[src/rtl/alu_tx_sequencer.sv]
// rtl/alu_tx_sequencer.sv - ALU operand loader and decimal ASCII result printer
// Loads operands while idle, then prints each ALU result as decimal text into a TX FIFO.
module alu_tx_sequencer #(
  parameter int NBIT   = 8,
  parameter int SIGNED = 1,
  parameter int CRLF   = 1
) (
  input  logic            CLK,
  input  logic            RESET,
  input  logic [7:0]      data_in,
  input  logic [2:0]      SEL,
  input  logic            FIN,
  input  logic [NBIT-1:0] alu_res,
  input  logic            FIFO_full,
  output logic [NBIT-1:0] ALU_A,
  output logic [NBIT-1:0] ALU_B,
  output logic [7:0]      ALU_OP,
  output logic [7:0]      data_out,
  output logic            WR_FIFO,
  output logic            BUSY,
  output logic            OVR,
  output logic [2:0]      STATE
);

  localparam int RW = (NBIT < 8) ? 8 : NBIT;

  typedef enum logic [2:0] {
    S_IDLE    = 3'd0,
    S_CAPTURE = 3'd1,
    S_DIV     = 3'd2,
    S_SIGN    = 3'd3,
    S_DIGIT   = 3'd4,
    S_CR      = 3'd5,
    S_LF      = 3'd6
  } state_t;

  state_t          state_q;
  logic [NBIT-1:0] a_q, b_q;
  logic [7:0]      op_q, dout_q;
  logic [RW-1:0]   rem_q;
  logic [3:0]      h_q, t_q, u_q;
  logic [1:0]      pos_q;
  logic            neg_q, ovr_q;

  logic            neg_d;
  logic [NBIT-1:0] mag_d;
  logic [1:0]      lead_pos_d, next_pos_d;

  // pos selects the digit being printed: 0 = hundreds, 1 = tens, 2 = units.
  function automatic logic [1:0] first_pos(input logic [3:0] h, input logic [3:0] t);
    logic [1:0] p;
    if (h != 4'd0)      p = 2'd0;
    else if (t != 4'd0) p = 2'd1;
    else                p = 2'd2;
    return p;
  endfunction

  function automatic logic [7:0] pos_char(input logic [1:0] p, input logic [3:0] h,
                                          input logic [3:0] t, input logic [3:0] u);
    logic [3:0] d;
    case (p)
      2'd0:    d = h;
      2'd1:    d = t;
      default: d = u;
    endcase
    return 8'h30 + {4'h0, d};
  endfunction

  assign neg_d      = (SIGNED != 0) && alu_res[NBIT-1];
  assign mag_d      = neg_d ? ({NBIT{1'b0}} - alu_res) : alu_res;
  assign lead_pos_d = first_pos(h_q, t_q);
  assign next_pos_d = pos_q + 2'd1;

  always_ff @(posedge CLK or negedge RESET) begin
    if (!RESET) begin
      state_q <= S_IDLE;
      a_q     <= '0;
      b_q     <= '0;
      op_q    <= 8'h20;
      dout_q  <= 8'h00;
      rem_q   <= '0;
      h_q     <= 4'd0;
      t_q     <= 4'd0;
      u_q     <= 4'd0;
      pos_q   <= 2'd0;
      neg_q   <= 1'b0;
      ovr_q   <= 1'b0;
    end else begin
      ovr_q <= FIN && (state_q != S_IDLE);

      if (state_q == S_IDLE) begin
        case (SEL)
          3'b001:  a_q  <= NBIT'(data_in);
          3'b010:  b_q  <= NBIT'(data_in);
          3'b100:  op_q <= data_in;
          default: ;
        endcase
      end

      case (state_q)
        S_IDLE: begin
          if (FIN) state_q <= S_CAPTURE;
        end
        S_CAPTURE: begin
          rem_q   <= RW'(mag_d);
          neg_q   <= neg_d;
          h_q     <= 4'd0;
          t_q     <= 4'd0;
          state_q <= S_DIV;
        end
        S_DIV: begin
          if (rem_q >= RW'(100)) begin
            rem_q <= rem_q - RW'(100);
            h_q   <= h_q + 4'd1;
          end else if (rem_q >= RW'(10)) begin
            rem_q <= rem_q - RW'(10);
            t_q   <= t_q + 4'd1;
          end else begin
            u_q     <= rem_q[3:0];
            pos_q   <= lead_pos_d;
            state_q <= neg_q ? S_SIGN : S_DIGIT;
            dout_q  <= neg_q ? 8'h2D : pos_char(lead_pos_d, h_q, t_q, rem_q[3:0]);
          end
        end
        // Emission states only advance on a cycle where the FIFO accepted the character.
        S_SIGN: begin
          if (!FIFO_full) begin
            state_q <= S_DIGIT;
            dout_q  <= pos_char(pos_q, h_q, t_q, u_q);
          end
        end
        S_DIGIT: begin
          if (!FIFO_full) begin
            if (pos_q == 2'd2) begin
              if (CRLF != 0) begin
                state_q <= S_CR;
                dout_q  <= 8'h0D;
              end else begin
                state_q <= S_IDLE;
              end
            end else begin
              pos_q  <= next_pos_d;
              dout_q <= pos_char(next_pos_d, h_q, t_q, u_q);
            end
          end
        end
        S_CR: begin
          if (!FIFO_full) begin
            state_q <= S_LF;
            dout_q  <= 8'h0A;
          end
        end
        S_LF: begin
          if (!FIFO_full) state_q <= S_IDLE;
        end
        default: state_q <= S_IDLE;
      endcase
    end
  end

  assign ALU_A    = a_q;
  assign ALU_B    = b_q;
  assign ALU_OP   = op_q;
  assign data_out = dout_q;
  assign WR_FIFO  = (state_q == S_SIGN || state_q == S_DIGIT ||
                     state_q == S_CR   || state_q == S_LF) && !FIFO_full;
  assign BUSY     = (state_q != S_IDLE);
  assign OVR      = ovr_q;
  assign STATE    = state_q;

endmodule

[config.mk]
export PLATFORM = sky130hd
export DESIGN_NAME = alu_tx_sequencer
export DESIGN_NICKNAME = d
export VERILOG_FILES = /design/src/rtl/alu_tx_sequencer.sv
export SDC_FILE = /design/constraint.sdc
export NUM_CORES = 1
export LEC_CHECK = 0
export ABC_AREA = 1
export CAP_MARGIN = 20
export CORE_MARGIN = 5
export CORE_UTILIZATION = 50
export CTS_BUF_LIST = sky130_fd_sc_hd__clkbuf_8
export CTS_CLUSTER_SIZE = 12
export DETAILED_ROUTE_END_ITERATION = 12
export PLACE_DENSITY = 0.87
export SKIP_LAST_GASP = 1
export SLEW_MARGIN = 10
export SYNTH_ARGS = -nofsm -noshare
export SYNTH_HDL_FRONTEND = slang
export SYNTH_SLANG_ARGS = --single-unit
[constraint.sdc]
create_clock -name CLK -period 2.3 [get_ports CLK]
set_clock_uncertainty 0.2 [all_clocks]
set_input_delay 0.46 -clock CLK [delete_from_list [all_inputs] [get_ports CLK]]
set_output_delay 0.46 -clock CLK [all_outputs]
set_load 0.01 [all_outputs]
==> results.json, run 1 <==
{
  "status": "completed",
  "hold_path_class": "flop to flop",
  "gp_congestion": 0.9048,
  "synth_fa_ha_area_share_pct": 5.111,
  "ff_latch_area_sq_um": 1429,
  "grt_pass1_vias": 3376,
  "drive_above_1_share_pct": 8.288,
  "clockBufferDepth": 2,
  "area_growth_pct": 27.24,
  "cts_num_sinks": 57,
  "io_pins": 61,
  "routed_wl_mm": 9.285,
  "fin_crit_ns": 2.204,
  "multi_input_area_sq_um": 1733,
  "cts_buffers": 9,
  "ys_types": 30,
  "path_class": "flop to output port",
  "fmax_ghz": 0.4537,
  "async_reset_ff_share_pct": 100.0,
  "die_h_um": 92.79,
  "synth_area_per_cell_sq_um": 7.170,
  "cts_tree": "done",
  "synth_area_sq_um": 3427,
  "cpPeakStageDelay_ns": 0.48,
  "max-cap-violations": 0,
  "ys.flop_type": "dfrtp_1",
  "critPathCaptureType": "output port",
  "finalNetCount": 587,
  "synth_compound_area_share_pct": 11.87,
  "rsz0062_at_grt": "false",
  "tns_ns": 0,
  "path_delay_family": "buffers and inverters",
  "grt_max_degree": 42,
  "fp.coreArea_sq_um": 6719,
  "die_area_sq_um": 8610,
  "synth_mux_area_share_pct": 0,
  "path_cells": "nor3_4, inv_1, clkdlybuf4s50_1",
  "clkLatencyLatePin_ns": 0.34,
  "yosys.area_share.simple_pct": 31.62,
  "post_cts_buffers": 0,
  "synth_top_family_by_area": "simple AND/OR/NAND/NOR gates",
  "netlist_instances": 478,
  "ir_drop_v": 0.0008038,
  "initialDrtViolationCount": 231,
  "die_w_um": 92.79,
  "ys.warnings.count": 0,
  "max_slew_margin_pct": 66.76,
  "ant_nets": 0,
  "cts-root-buf": "clkbuf_8",
  "setup_viol": 0,
  "worst_pin_slew_ns": 0.4973,
  "drc": 0,
  "antenna_found_initial": 0,
  "row_count": 30,
  "p_per_area_nw_per_um2": 1370,
  "leakagePower_nw": 2.169,
  "drv_slew": 0,
  "cp_data_arrival_time_ns": 1.54,
  "final.period_utilization_pct": 95.83,
  "hpwlAfterDp_mm": 6.974,
  "vias_per_cell": 5.501,
  "crit_slowest_cell": "clkdlybuf4s50_1",
  "ys_seq_area_share_pct": 41.66,
  "dp.cells": 618,
  "crit_buf_inv": 2,
  "cp_max_fo": 5,
  "synth-edff-count": 0,
  "synth_xor_area_share_pct": 1.278,
  "insertedDiodeCount": 0,
  "fillCellCount": 554,
  "fin_hold_ws_ns": 0.2830,
  "wire_per_inst_um": 14.62,
  "htreeDepth": 3,
  "clk_pin_slew_ns": 0.07,
  "hold_viol": 0,
  "vias": 3493,
  "numPortBuffers": 58,
  "startpoint_type": "flop",
  "start_util_pct": 51.01,
  "grt_pass1_wl_mm": 15.41,
  "fin_cells": 635,
  "dr.pass1.iters": 5,
  "grt.total_usage_pct": 22.35,
  "ys_ff_latch": 57,
  "worstPathRequired_ns": 1.64,
  "grt_overflow_total": 0
}
## cells in the final DEF (no fill, tap or decap), types with 2 or more instances in the layout
cell type and n:
a21oi_1 13, conb_1 2, clkbuf_8 9, o21ai_1 7, inv_1 54, dfrtp_1 55, inv_2 5, nor2_1 35
nor3_1 7, clkinvlp_4 2, nor3_4 2, xor2_1 5, o21ai_0 51, buf_4 12, a21boi_0 2, clkdlybuf4s50_1 56
or2_2 2, inv_6 5, ha_1 14, nand2_1 152, nand4_1 8, nand3_1 39, nand3b_1 3
## sequential cells by signal (all words and copies together), names as in the netlist
register	count
ALU_A	8
ALU_B	8
ALU_OP	8
OVR	1
STATE	3
data_out	6
h_q	4
neg_q	1
pos_q	2
rem_q	8
t_q	4
u_q	4
## path summary, 6_finish.rpt
path / slack, ns / start / to / cells past startpoint
max: 0.1 / STATE[2] / BUSY / 3
min: 0.28 / data_out[2] / data_out[2] / 2
max reg2reg: 0.19 / rem_q[2] / data_out[0] / 10
min reg2reg: 0.28 / data_out[2] / data_out[2] / 2
max in group asynchronous: 0.91 / RESET / ALU_OP[5] / 3
min in group asynchronous: 0.38 / RESET / h_q[1] / 2
## through the flow
step	utilization [%]	total power (W)	setup WS, ns	cell area (sq um)
2_1_floorplan	-	0.003688	0.4913	3431
3_3_place_gp	61.79	0.004884	0.08581	4151
3_5_place_dp	61.79	0.005020	0.09242	4151
4_1_cts	64.66	0.005922	0.07335	4344
5_1_grt	64.90	0.006450	0.004692	4360
6_report	64.90	0.005974	0.09581	4360
## cell type report
type / count / area share [%]
multi-input cells: 351 / 39.74
flip-flops and latches: 57 / 32.77
repair buffers: 72 / 15.93
inverters: 59 / 5.079
clock buffers: 9 / 2.841
well taps: 80 / 2.296
clock inverters: 7 / 1.349
## layer usage
metal	routed length [um]	GRT usage [%]
met1	3637	26.64
met2	4802	39.53
met3	654	4.549
met4	190	8.303
met5	0	0
## cell usage after synthesis, types with 6 or more instances
cell      number  area share [%]
nand3_1       39             5.7
nand2_1      152              17
inv_1         54             5.9
o21ai_1        7             1.0
nand4_1        8             1.5
ha_1          14             5.1
dfrtp_1       56              41
a21oi_1       13             1.9
nor3_1         7             1.0
clkbuf_1       6            0.66
o21ai_0       52             7.6
nor2_1        35             3.8
## cell families (layout without fill, tap and decap cells)
logic type,Yosys count,in the layout
AO/OA/AOI/OAI,78,78
XOR/XNOR,5,5
other,1,2
adder cells (fa/ha/maj),14,14
AND/OR/NAND/NOR,252,252
flip-flops,57,57
buffers and inverters,71,147
## power breakdown
| group | switching [W] | internal, W |
|---|---|---|
| clock network | 0.000464 | 0.000408 |
| logic | 0.00191 | 0.00137 |
| registers | 0.000381 | 0.00144 |
## timing repair
item	in CTS	in global routing
hold buffers	1	0
resized for setup	2	4
endpoints found under the hold margin	16	0
setup endpoints to repair	1	8
## worst min-delay path, stage by stage (launching register included)
cell	delay [ns]
dfrtp_1	0.35
nand2_1	0.06
nand2_1	0.05
(Power assumes the default switching activity.)
==> run 2, diff against run 1 <==
--- a/config.mk
+++ b/config.mk
@@ -8,11 +8,11 @@
 export ABC_AREA = 1
 export CAP_MARGIN = 20
 export CORE_MARGIN = 5
-export CORE_UTILIZATION = 50
+export CORE_UTILIZATION = 55
 export CTS_BUF_LIST = sky130_fd_sc_hd__clkbuf_8
 export CTS_CLUSTER_SIZE = 12
 export DETAILED_ROUTE_END_ITERATION = 12
-export PLACE_DENSITY = 0.87
+export PLACE_DENSITY_LB_ADDON = 0.05
 export SKIP_LAST_GASP = 1
 export SLEW_MARGIN = 10
 export SYNTH_ARGS = -nofsm -noshare
==> results.json, run 2 (same netlist as run 1, synthesis figures left out) <==
{
  "antenna_found_initial": 0,
  "grt_pass1_wl_mm": 15.00,
  "final_area_sq_um": 4413,
  "dp.cells": 615,
  "drc": 0,
  "hold_path_class": "flop to flop",
  "grt_max_degree": 21,
  "gp_congestion": 0.9085,
  "min_from": "data_out[5]",
  "grt.total_usage_pct": 24.51,
  "rsz0062_at_grt": "false",
  "hold_end": "data_out[5]",
  "wire_per_inst_um": 14.29,
  "insertedDiodeCount": 0,
  "layout_commonest_cell": "nand2_1",
  "area_growth_pct": 28.77,
  "row_count": 28,
  "cpPeakStageDelay_ns": 0.44,
  "dp_slack_ns": 0.05338,
  "start_util_pct": 57.21,
  "fin_crit_ns": 2.201,
  "cts_buffers": 9,
  "clockBufferDepth": 2,
  "placed_area_sq_um": 4173,
  "clk_pin_slew_ns": 0.08,
  "drive_above_1_share_pct": 8.438,
  "max-cap-violations": 0,
  "cts_num_sinks": 57,
  "dr.pass1.iters": 5,
  "worstPathRequired_ns": 1.64,
  "finalNetCount": 589,
  "crit_buf_inv": 2,
  "hold_viol": 0,
  "reg2reg_slack_ns": 0.21,
  "startpoint_type": "flop",
  "hpwlAfterDp_mm": 6.784,
  "p_per_area_nw_per_um2": 1392,
  "vias_per_cell": 5.362,
  "grt_pass1_vias": 3261,
  "numPortBuffers": 58,
  "io_pins": 61,
  "htreeDepth": 3,
  "cts_tree": "done",
  "cts-root-buf": "clkbuf_8",
  "routed_wl_mm": 9.031,
  "ir_drop_v": 0.0008097,
  "r2r_end": "rem_q[4]",
  "initialDrtViolationCount": 134,
  "path_class": "flop to output port",
  "hold_depth": 2,
  "final_cell_mix": "nand2_1 (152), dfrtp_1 (55), clkdlybuf4s50_1 (55)",
  "fmax_ghz": 0.4543,
  "post_cts_buffers": 0,
  "fp.coreArea_sq_um": 5991,
  "cp_max_fo": 5,
  "path_delay_family": "flip-flops",
  "ant_nets": 0,
  "final.period_utilization_pct": 95.69,
  "status": "completed",
  "crit_slowest_cell": "dfrtp_2",
  "ff2ff_path_depth": 10,
  "setup_viol": 0,
  "drv_slew": 0,
  "critPathCaptureType": "output port",
  "die_w_um": 88.94,
  "fin_cells": 632,
  "total_power_w": 0.006145,
  "die_h_um": 88.94,
  "worst_slack_ns": 0.09904,
  "clkLatencyLatePin_ns": 0.34,
  "leakagePower_nw": 2.203,
  "grt_overflow_total": 0,
  "vias": 3389,
  "die_area_sq_um": 7909,
  "rr_startpoint": "rem_q[2]",
  "path_cells": "inv_2, o21ai_0, a21oi_1, dlygate4sd2_1",
  "tns_ns": 0,
  "cp_data_arrival_time_ns": 1.54
}
## run 2: cell count changes in the layout (fill, tap and decap cells not counted), sizes merged
cell	before	now
inv	64	60
buf	14	16
bufinv	0	2
clkinv	0	2
clkbuf	9	10
clkdlybuf4s50	56	55
clkinvlp	2	1
dlymetal6s2s	0	1
## run 2: worst reg2reg max path: cells and delay by family, from the launching register on
kind                       cells  cell delay, ns
DFF                            1            0.40
adders and majority gates      1            0.19
AOI/OAI and AO/OA              2            0.47
buffers and inverters          4            0.47
and+or+nand+nor                3            0.28
## run 2: worst max-delay path by stage
stage / startpoint / to / slack (ns) / cells past startpoint
2_1_floorplan: rem_q[2] / t_q[2] / 0.49 / 9
3_3_place_gp: FIFO_full / WR_FIFO / 0.09 / 3
3_5_place_dp: FIFO_full / WR_FIFO / 0.05 / 3
4_1_cts: STATE[2] / BUSY / 0.006 / 4
5_1_grt: rem_q[2] / t_q[2] / 0.01 / 9
6_report: STATE[1] / WR_FIFO / 0.1 / 4
## run 2: metal layers
metal	track usage (%)	routed length, um
met1	31.80	3882
met2	38.87	4242
met3	5.622	623
met4	11.77	282
met5	0	0
## run 2: area by class of cell
type,count,area [sq um]
Clock buffer,10,137.6
Clock inverter,6,90.09
Fill cell,485,1578
Inverter,59,221.5
Multi-Input combinational cell,351,1717
Sequential cell,57,1429
Tap cell,75,93.84
Timing Repair Buffer,74,724.4
## run 2: repair_timing
| action | CTS | global route |
|---|---|---|
| hold buffers | 1 | 0 |
| cloned | 0 | 0 |
| pin swaps | 0 | 0 |
| gates resized for setup | 2 | 1 |
| hold endpoints to repair | 18 | 0 |
| setup endpoints to repair | 1 | 1 |
## run 2: report_power, final
| part | switching [W] | internal, W | leakage [nW] | total (W) |
|---|---|---|---|---|
| combinational | 0.00189 | 0.00138 | 1.37 | 0.00327 |
| sequential | 0.000365 | 0.00144 | 0.720 | 0.00181 |
| clock | 0.000427 | 0.000643 | 0.113 | 0.00107 |
## run 2: through the flow
step,util [%],hold slack (ns)
after detailed placement,69.65,0.2329
after global placement,69.65,0.2295
final,73.66,0.2723
after floorplan,-,-0.03559
after global routing,73.66,0.3198
after CTS,73.62,0.2801
==> run 3, diff against run 2 <==
--- a/config.mk
+++ b/config.mk
@@ -12,6 +12,7 @@
 export CTS_BUF_LIST = sky130_fd_sc_hd__clkbuf_8
 export CTS_CLUSTER_SIZE = 12
 export DETAILED_ROUTE_END_ITERATION = 12
+export MAX_ROUTING_LAYER = met4
 export PLACE_DENSITY_LB_ADDON = 0.05
 export SKIP_LAST_GASP = 1
 export SLEW_MARGIN = 10
==> results.json, run 3 (same netlist as run 1, synthesis figures left out) <==
{
  "status": "completed",
  "clockBufferDepth": 2,
  "max-cap-violations": 0,
  "gp_congestion": 0.9341,
  "fp.coreArea_sq_um": 5991,
  "grt_max_degree": 21,
  "dp.cells": 615,
  "vias_per_cell": 5.340,
  "finalNetCount": 589,
  "drive_above_1_share_pct": 8.079,
  "critPathCaptureType": "output port",
  "grt_pass1_wl_mm": 15.28,
  "cts-root-buf": "clkbuf_8",
  "htreeDepth": 3,
  "insertedDiodeCount": 0,
  "row_count": 28,
  "clk_pin_slew_ns": 0.07,
  "grt_overflow_total": 0,
  "cts_tree": "done",
  "ir_drop_v": 0.0008513,
  "initialDrtViolationCount": 211,
  "path_class": "flop to output port",
  "die_h_um": 88.94,
  "drc": 0,
  "startpoint_type": "flop",
  "final.period_utilization_pct": 93.06,
  "cp_max_fo": 5,
  "dr.pass1.iters": 6,
  "routed_wl_mm": 9.227,
  "vias": 3375,
  "leakagePower_nw": 2.228,
  "clkLatencyLatePin_ns": 0.33,
  "grt.total_usage_pct": 25.59,
  "antenna_found_initial": 0,
  "grt_pass1_vias": 3216,
  "p_per_area_nw_per_um2": 1406,
  "start_util_pct": 57.21,
  "worstPathRequired_ns": 1.64,
  "final_cell_mix": "nand2_1 (152), inv_1 (56), dfrtp_1 (55), clkdlybuf4s50_1 (55), o21ai_0 (51)",
  "hold_path_class": "flop to flop",
  "die_area_sq_um": 7909,
  "layout_commonest_cell": "nand2_1",
  "numPortBuffers": 58,
  "fin_cells": 632,
  "fillCellCount": 504,
  "fin_crit_ns": 2.140,
  "cts_num_sinks": 57,
  "hold_viol": 0,
  "cts_buffers": 9,
  "hpwlAfterDp_mm": 7.033,
  "rsz0062_at_grt": "false",
  "tns_ns": 0,
  "area_growth_pct": 29.35,
  "die_w_um": 88.94,
  "setup_viol": 0,
  "wire_per_inst_um": 14.60,
  "ant_nets": 0,
  "drv_slew": 0,
  "fmax_ghz": 0.4672,
  "cp_data_arrival_time_ns": 1.48,
  "io_pins": 61
}
-- run 3: cell types whose count changed in the layout (fill, tap and decap cells not counted) --
cell | previous run | this run
bufinv_16 | 2 | 3
clkbuf_8 | 10 | 9
clkinvlp_4 | 1 | 0
inv_1 | 54 | 56
inv_6 | 1 | 0
nand2_2 | 1 | 0
nand2_4 | 0 | 1
nand3_2 | 1 | 0
nand3_4 | 0 | 1
o21ai_0 | 52 | 51
o21ai_1 | 7 | 8
-- run 3: final timing paths --
check | slack [ns] | cells after the start | startpoint | endpoint
max | 0.16 | 4 | STATE[0] | WR_FIFO
min | 0.27 | 2 | data_out[5] | data_out[5]
max reg2reg | 0.19 | 9 | rem_q[2] | t_q[0]
min reg2reg | 0.27 | 2 | data_out[5] | data_out[5]
max in group asynchronous | 0.85 | 4 | RESET | ALU_A[7]
min in group asynchronous | 0.40 | 2 | RESET | data_out[4]
-- run 3: routing by layer --
layer / track usage, % / up-vias / part of all wire, %
met5: - / - / 0
met4: 7.848 / 0 / 1.9
met3: 4.516 / 19 / 5.9
met2: 41.77 / 121 / 48
met1: 32.67 / 1555 / 44
li1: - / 1680 / -
-- run 3: cell type report --
class	instances	area, sq um	share of cell area, %
tap	75	93.84	2.117
clock inverter	7	111.4	2.512
inverter	59	221.5	4.996
sequential	57	1429	32.23
timing repair buffer	74	724.4	16.34
clock buffer	9	123.9	2.794
multi-input combinational	351	1729	39.01
-- run 3: what timing repair did --
item                       in CTS  in global routing
hold endpoints to repair       18                  0
hold buffers                    1                  0
buffers inserted                0                  0
resized for setup               3                  3
setup endpoints to repair       1                  3
gates cloned                    0                  0
-- run 3: report_power, final --
group / switching, W / leakage (nW) / internal, W
Clock: 0.000409 / 0.126 / 0.000712
Sequential: 0.000374 / 0.720 / 0.00144
Combinational: 0.00190 / 1.38 / 0.00139
Total: 0.00269 / 2.23 / 0.00355
-- run 3: stage by stage --
step	area [sq um]	total power [W]	util (%)	worst slack, ns	hold WS (ns)
floorplan	3431	0.003688	-	0.4913	-0.03559
global placement	4173	0.004973	69.65	0.09537	0.2295
detailed placement	4173	0.005047	69.65	0.09496	0.2365
CTS	4418	0.006212	73.75	0.006242	0.2787
global route	4433	0.006749	74.00	0.02766	0.3200
finish	4433	0.006234	74.00	0.1595	0.2719
-- run 3: critical path, cell delays in order (launching register included) --
cell and delay (ns):
dfrtp_1 0.47, inv_1 0.10, o21ai_1 0.20, a21oi_1 0.09, dlygate4sd2_1 0.29
